==> src/rtl/inert_spi_seq_if.sv <==
// Command/response bus between the inertial sequencer (master) and the SPI monarch (slave).
interface inert_spi_seq_if;
   logic        wrt;
   logic [15:0] wt_data;
   logic        done;
   logic [15:0] rd_data;

   modport master (output wrt, output wt_data, input done, input rd_data);
   modport slave  (input wrt, input wt_data, output done, output rd_data);
endinterface

==> src/rtl/inert_spi_seq.sv <==
// Inertial sensor SPI sequencer: power-up wait, four config writes, then INT-driven yaw reads.
// Optional macro YAW_OFFSET_EN subtracts YAW_OFFSET from the assembled yaw rate.
module inert_spi_seq #(
   parameter int                 PWRUP_W    = 16,
   parameter logic signed [15:0] YAW_OFFSET = 16'sh0000
) (
   input  logic               clk,
   input  logic               rst_n,
   input  logic               INT,
   inert_spi_seq_if.master    bus,
   output logic signed [15:0] yaw_rt,
   output logic               vld,
   output logic               init_done
);

   typedef enum logic [3:0] {
      PWRUP, W1_ISS, W1_WT, W2_ISS, W2_WT, W3_ISS, W3_WT, W4_ISS, W4_WT,
      IDLE, RL_ISS, RL_WT, RH_ISS, RH_WT
   } state_t;

   // Leaving PWRUP on the edge that brings the counter to all ones gives 2^PWRUP_W-1 wait cycles.
   localparam logic [PWRUP_W-1:0] PWRUP_LAST = {{(PWRUP_W-1){1'b1}}, 1'b0};

   state_t             state, state_nxt;
   logic [PWRUP_W-1:0] pwrup_cnt;
   logic               int_s1, int_s2;
   logic [7:0]         lo_hold, lo_hold_nxt;
   logic               wrt_q, wrt_nxt;
   logic [15:0]        wt_data_q, wt_data_nxt;
   logic               vld_nxt, init_done_nxt;
   logic signed [15:0] yaw_nxt;
   logic               unused_rd_hi;

   assign bus.wrt      = wrt_q;
   assign bus.wt_data  = wt_data_q;
   assign unused_rd_hi = ^bus.rd_data[15:8];

   function automatic logic [15:0] cmd_word(input state_t s);
      case (s)
         W1_ISS:  return 16'h0D02;
         W2_ISS:  return 16'h1053;
         W3_ISS:  return 16'h1150;
         W4_ISS:  return 16'h1460;
         RL_ISS:  return 16'hA600;
         RH_ISS:  return 16'hA700;
         default: return 16'h0000;
      endcase
   endfunction

`ifdef YAW_OFFSET_EN
   function automatic logic signed [15:0] apply_offset(input logic signed [15:0] raw);
      return raw - YAW_OFFSET;
   endfunction
`else
   function automatic logic signed [15:0] apply_offset(input logic signed [15:0] raw);
      return raw;
   endfunction
   logic unused_offset;
   assign unused_offset = ^YAW_OFFSET;
`endif

   always_ff @(posedge clk or negedge rst_n) begin
      if (!rst_n) begin
         state     <= PWRUP;
         pwrup_cnt <= '0;
         int_s1    <= 1'b0;
         int_s2    <= 1'b0;
      end else begin
         state  <= state_nxt;
         int_s1 <= INT;
         int_s2 <= int_s1;
         if (state == PWRUP && !(&pwrup_cnt))
            pwrup_cnt <= pwrup_cnt + 1'b1;
      end
   end

   always_comb begin
      state_nxt = state;
      case (state)
         PWRUP:   if (pwrup_cnt == PWRUP_LAST) state_nxt = W1_ISS;
         W1_ISS:  state_nxt = W1_WT;
         W1_WT:   if (bus.done) state_nxt = W2_ISS;
         W2_ISS:  state_nxt = W2_WT;
         W2_WT:   if (bus.done) state_nxt = W3_ISS;
         W3_ISS:  state_nxt = W3_WT;
         W3_WT:   if (bus.done) state_nxt = W4_ISS;
         W4_ISS:  state_nxt = W4_WT;
         W4_WT:   if (bus.done) state_nxt = IDLE;
         IDLE:    if (int_s2) state_nxt = RL_ISS;
         RL_ISS:  state_nxt = RL_WT;
         RL_WT:   if (bus.done) state_nxt = RH_ISS;
         RH_ISS:  state_nxt = RH_WT;
         RH_WT:   if (bus.done) state_nxt = IDLE;
         default: state_nxt = PWRUP;
      endcase
   end

   // Outputs are registered from the upcoming state so wrt and wt_data are aligned with each issue state.
   always_comb begin
      wrt_nxt       = 1'b0;
      wt_data_nxt   = wt_data_q;
      lo_hold_nxt   = lo_hold;
      vld_nxt       = 1'b0;
      yaw_nxt       = yaw_rt;
      init_done_nxt = init_done;
      case (state_nxt)
         W1_ISS, W2_ISS, W3_ISS, W4_ISS, RL_ISS, RH_ISS: begin
            wrt_nxt     = 1'b1;
            wt_data_nxt = cmd_word(state_nxt);
         end
         default: ;
      endcase
      if (bus.done) begin
         case (state)
            W4_WT: init_done_nxt = 1'b1;
            RL_WT: lo_hold_nxt   = bus.rd_data[7:0];
            RH_WT: begin
               vld_nxt = 1'b1;
               yaw_nxt = apply_offset($signed({bus.rd_data[7:0], lo_hold}));
            end
            default: ;
         endcase
      end
   end

   always_ff @(posedge clk or negedge rst_n) begin
      if (!rst_n) begin
         wrt_q     <= 1'b0;
         wt_data_q <= 16'h0000;
         lo_hold   <= 8'h00;
         vld       <= 1'b0;
         yaw_rt    <= 16'sh0000;
         init_done <= 1'b0;
      end else begin
         wrt_q     <= wrt_nxt;
         wt_data_q <= wt_data_nxt;
         lo_hold   <= lo_hold_nxt;
         vld       <= vld_nxt;
         yaw_rt    <= yaw_nxt;
         init_done <= init_done_nxt;
      end
   end

endmodule

==> src/flat_wrapper.sv <==
// flat-port wrapper written by rule: the top's interface ports become plain ports
module inert_spi_seq_flat 
#(
   parameter int                 PWRUP_W    = 16,
   parameter logic signed [15:0] YAW_OFFSET = 16'sh0000
)
  (clk, rst_n, INT, yaw_rt, vld, init_done, bus_wrt, bus_wt_data, bus_done, bus_rd_data);
  inert_spi_seq_if bus_i ();
  input  logic clk;
  input  logic rst_n;
  input  logic INT;
  output logic signed [15:0] yaw_rt;
  output logic vld;
  output logic init_done;
  output wire logic [$bits(bus_i.wrt)-1:0] bus_wrt;
  output wire logic [$bits(bus_i.wt_data)-1:0] bus_wt_data;
  input wire logic [$bits(bus_i.done)-1:0] bus_done;
  input wire logic [$bits(bus_i.rd_data)-1:0] bus_rd_data;
  assign bus_wrt = bus_i.wrt;
  assign bus_wt_data = bus_i.wt_data;
  assign bus_i.done = bus_done;
  assign bus_i.rd_data = bus_rd_data;
  inert_spi_seq #(.PWRUP_W(PWRUP_W), .YAW_OFFSET(YAW_OFFSET)) u_core (.clk(clk), .rst_n(rst_n), .INT(INT), .bus(bus_i), .yaw_rt(yaw_rt), .vld(vld), .init_done(init_done));
endmodule
==> config.mk <==
export PLATFORM = sky130hd
export DESIGN_NAME = inert_spi_seq_flat
export DESIGN_NICKNAME = d
export VERILOG_FILES = /design/src/rtl/inert_spi_seq_if.sv /design/src/rtl/inert_spi_seq.sv /design/src/flat_wrapper.sv
export SDC_FILE = /design/constraint.sdc
export NUM_CORES = 1
export LEC_CHECK = 0
export CORE_ASPECT_RATIO = 1.4
export CORE_MARGIN = 4
export CORE_UTILIZATION = 39
export CTS_CLUSTER_DIAMETER = 80
export DETAILED_ROUTE_END_ITERATION = 10
export PLACE_DENSITY = 0.61
export SLEW_MARGIN = 20
export SYNTH_ARGS = -nofsm -noshare
export SYNTH_HDL_FRONTEND = slang
export SYNTH_SLANG_ARGS = --single-unit
==> constraint.sdc <==
create_clock -name clk -period 2.29 [get_ports clk]
set_input_delay 0.687 -clock clk [delete_from_list [all_inputs] [get_ports clk]]
set_output_delay 0.687 -clock clk [all_outputs]
set_load 0.005 [all_outputs]
==> metrics.csv <==
metric;value;unit
All-Layer GR Usage;0.128;
WL met2;2330;µm
Yosys cell types;46;
max cap viols;0;
initial antenna violation count;0;
synthesized netlist cell count;207;
GP Congestion;0.846;
CTS tree;done;
Least-Margin Pin Slew;0.557;ns
Worst Setup Path Type;register to register;
port bufs;42;
fin. max-slew vios;0;
outcome;complete, no violations;
# diodes;0;
setup bufs post-CTS;0;
Setup Skew;0.00799;ns
Layout fillers;594;
via/cell ratio;4.92;
CTS Buf Count;9;
Die Width;77.3;µm
clock sink count;58;
CTS root buf;clkbuf_8;
worst vdd ir;626;µV
YS warnings;0;
CP max FO;9;
Peak Freq;0.491;GHz
FF+latch count, synth;58;
Power Density;1220;mW/mm²
Static Leakage;1.61;nW
asr flop ratio synth;1.00;
die extent in y;105;µm
H-Tree Depth;3;
largest net degree at the start of global routing;25;
Die ar.;0.00813;mm²
top cell type by total area after synthesis;dfrtp_1;
final setup vio count;0;
Routed Antenna Nets;0;
Area contributors post-synth;dfrtp_1 (55%), mux2_2 (10%), xnor2_1 (4.0%);
Seq/Total Area, Yosys;0.553;
Met1 Wirelength;2050;µm
CP arrival;2.26;ns
Initial DRC Count;46;
DRT Pass-1 Iters;4;
first-pass GRT wire length;8340;µm
area share of the leading cell type in the synthesized netlist;0.553;
Starting Density;0.400;
WP data required;2.51;ns
Area Growth Syn to Fin;32.4;%
DRC Markers;0;
WL final;4720;µm
relative slew slack;0.629;
Design Power;0.00423;W
Top Metal Used;met4;
WL/cell;13.5;µm
Hold-fix buffers, CTS;0;
EDFF count, synth;0;
Final period util;0.890;
Clk pin slew, worst setup/hold paths;0.07;ns
gr ovfl total;0;
Nets;293;
vias in the first global route;1831;
RSZ-0062 raised after global routing;false;
Bufs on Longest Clock Path;2;
fin util;0.529;
HPWL after DPL;3500;µm
Skew-Pair Late Insertion Delay;0.33;ns
CP Launch Type;register;
metal3 WL;214;µm
CP Capture Type;register;
Reg-to-Reg Start;u_core.state[1];
FP Rows;35;
I/O pins;55;
Post-synth top flop;dfrtp_1;
crit path from;u_core.state[1];
share of cells above drive strength 1;0.297;
Tmin final;2.04;ns
mapped cell area;0.00263;mm²
Hold Path Class;input port to asynchronous set/reset pin;
Post-Syn Area per Cell;12.7;µm²
Core Box Area;0.00657;mm²
Final Hold Vio Count;0;
total number of vias;1722;
-- per-layer routing --
layer  up-vias  global-route usage
met5         -                   0
met4         0              0.0674
met3        10              0.0397
met2        38               0.206
met1       831               0.152
li1        843                   -
-- stage by stage --
| step | hold WS, ns | TNS, ns | instance area (µm²) | std cells | setup slack (ns) |
|---|---|---|---|---|---|
| global placement | 0.342 | -4.60 | 3220 | 334 | -0.341 |
| floorplan | 0.331 | 0 | 2640 | 210 | 0.313 |
| detailed placement | 0.344 | -4.68 | 3220 | 334 | -0.370 |
| global route | 0.360 | 0 | 3470 | 350 | 0.129 |
| finish | 0.341 | 0 | 3470 | 350 | 0.252 |
| CTS | 0.347 | 0 | 3460 | 350 | 0.00688 |
-- flip-flops by register name (all words and copies together), names as in the netlist --
name and flops:
u_core.int_s1 1, u_core.vld 1, u_core.state 4, u_core.pwrup_cnt 16
u_core.lo_hold 8, u_core.yaw_rt 16, u_core.bus.wt_data 9, u_core.int_s2 1
u_core.bus.wrt 1, u_core.init_done 1
-- synthesized netlist by cell type (2+ instances only) --
| cell type | instances |
|---|---|
| dfrtp_1 | 58 |
| mux2_2 | 24 |
| nand2_1 | 15 |
| xnor2_1 | 12 |
| buf_4 | 10 |
| inv_1 | 8 |
| nor2_1 | 8 |
| nand3_1 | 7 |
| a21o_1 | 5 |
| nand4_1 | 5 |
| o21ai_0 | 5 |
| a21oi_1 | 4 |
| nor3_1 | 4 |
| xor2_1 | 4 |
| a21oi_2 | 2 |
| and4_4 | 2 |
| buf_6 | 2 |
| ha_1 | 2 |
| nor4_1 | 2 |
| o31ai_1 | 2 |
-- where the power goes --
group / internal, W / switching, W / total, W
combinational: 0.000890 / 0.000618 / 0.00151
sequential: 0.00132 / 0.000279 / 0.00159
clock: 0.000720 / 0.000409 / 0.00113
-- cells in the final DEF, fill, tap and decap left out, types with 2 or more instances in the layout --
cell type,count
a21oi_2,2
conb_1,4
nor3_1,4
buf_12,2
clkdlybuf4s50_1,40
and4_4,2
nor2_2,2
nor2_1,7
nor4_1,2
a21oi_1,4
mux2_2,24
o21ai_0,5
xnor2_1,12
nand2_1,15
nand4_1,5
ha_1,2
inv_1,8
dfrtp_1,58
xor2_1,4
buf_4,18
nand3_1,7
clkinvlp_4,3
o31ai_1,2
bufinv_16,3
clkbuf_8,9
a21o_1,5
-- final cells by class --
class	count	area, µm²	area share
multi-input combinational	130	1060	0.304
tap	74	92.6	0.0266
clock inverter	7	118	0.0338
timing repair buffer	62	593	0.171
inverter	10	40.0	0.0115
sequential	58	1450	0.418
clock buffer	9	124	0.0357
-- worst max-delay path, stage by stage (launching register included) --
cell and delay (ns):
dfrtp_1 0.67, o21ai_1 0.20, a2111oi_4 0.45, xor2_2 0.25, a21oi_4 0.13, a2bb2o_4 0.23
-- path summary, 6_finish.rpt --
path / slack (ns) / depth (start not counted) / end
min reg2reg: 0.35 / 0 / u_core.int_s2
max in group asynchronous: 1.36 / 2 / u_core.yaw_rt[11]
max reg2reg: 0.25 / 5 / u_core.bus.wt_data[5]
min in group clk: 0.35 / 0 / u_core.int_s2
max: 0.25 / 5 / u_core.bus.wt_data[5]
min: 0.34 / 1 / u_core.yaw_rt[8]
-- logic make-up (layout without fill, tap and decap cells) --
logic type | after synthesis | count (layout) | share of synthesized area
muxes | 24 | 24 | 0.103
AOI/OAI and AO/OA | 28 | 28 | 0.0925
adders and majority gates | 2 | 2 | 0.00953
DFF | 58 | 58 | 0.553
xor gates and xnor gates | 17 | 17 | 0.0596
buffers and inverters | 22 | 88 | 0.0524
and+or+nand+nor | 55 | 55 | 0.129
other | 1 | 4 | 0.00143
-- timing repair --
item,in CTS,in global routing
endpoints found under the setup margin,1,9
resized for setup,0,3
cloned,0,0
pin swaps,1,3
Note: power is estimated with default switching activity, not from simulation.
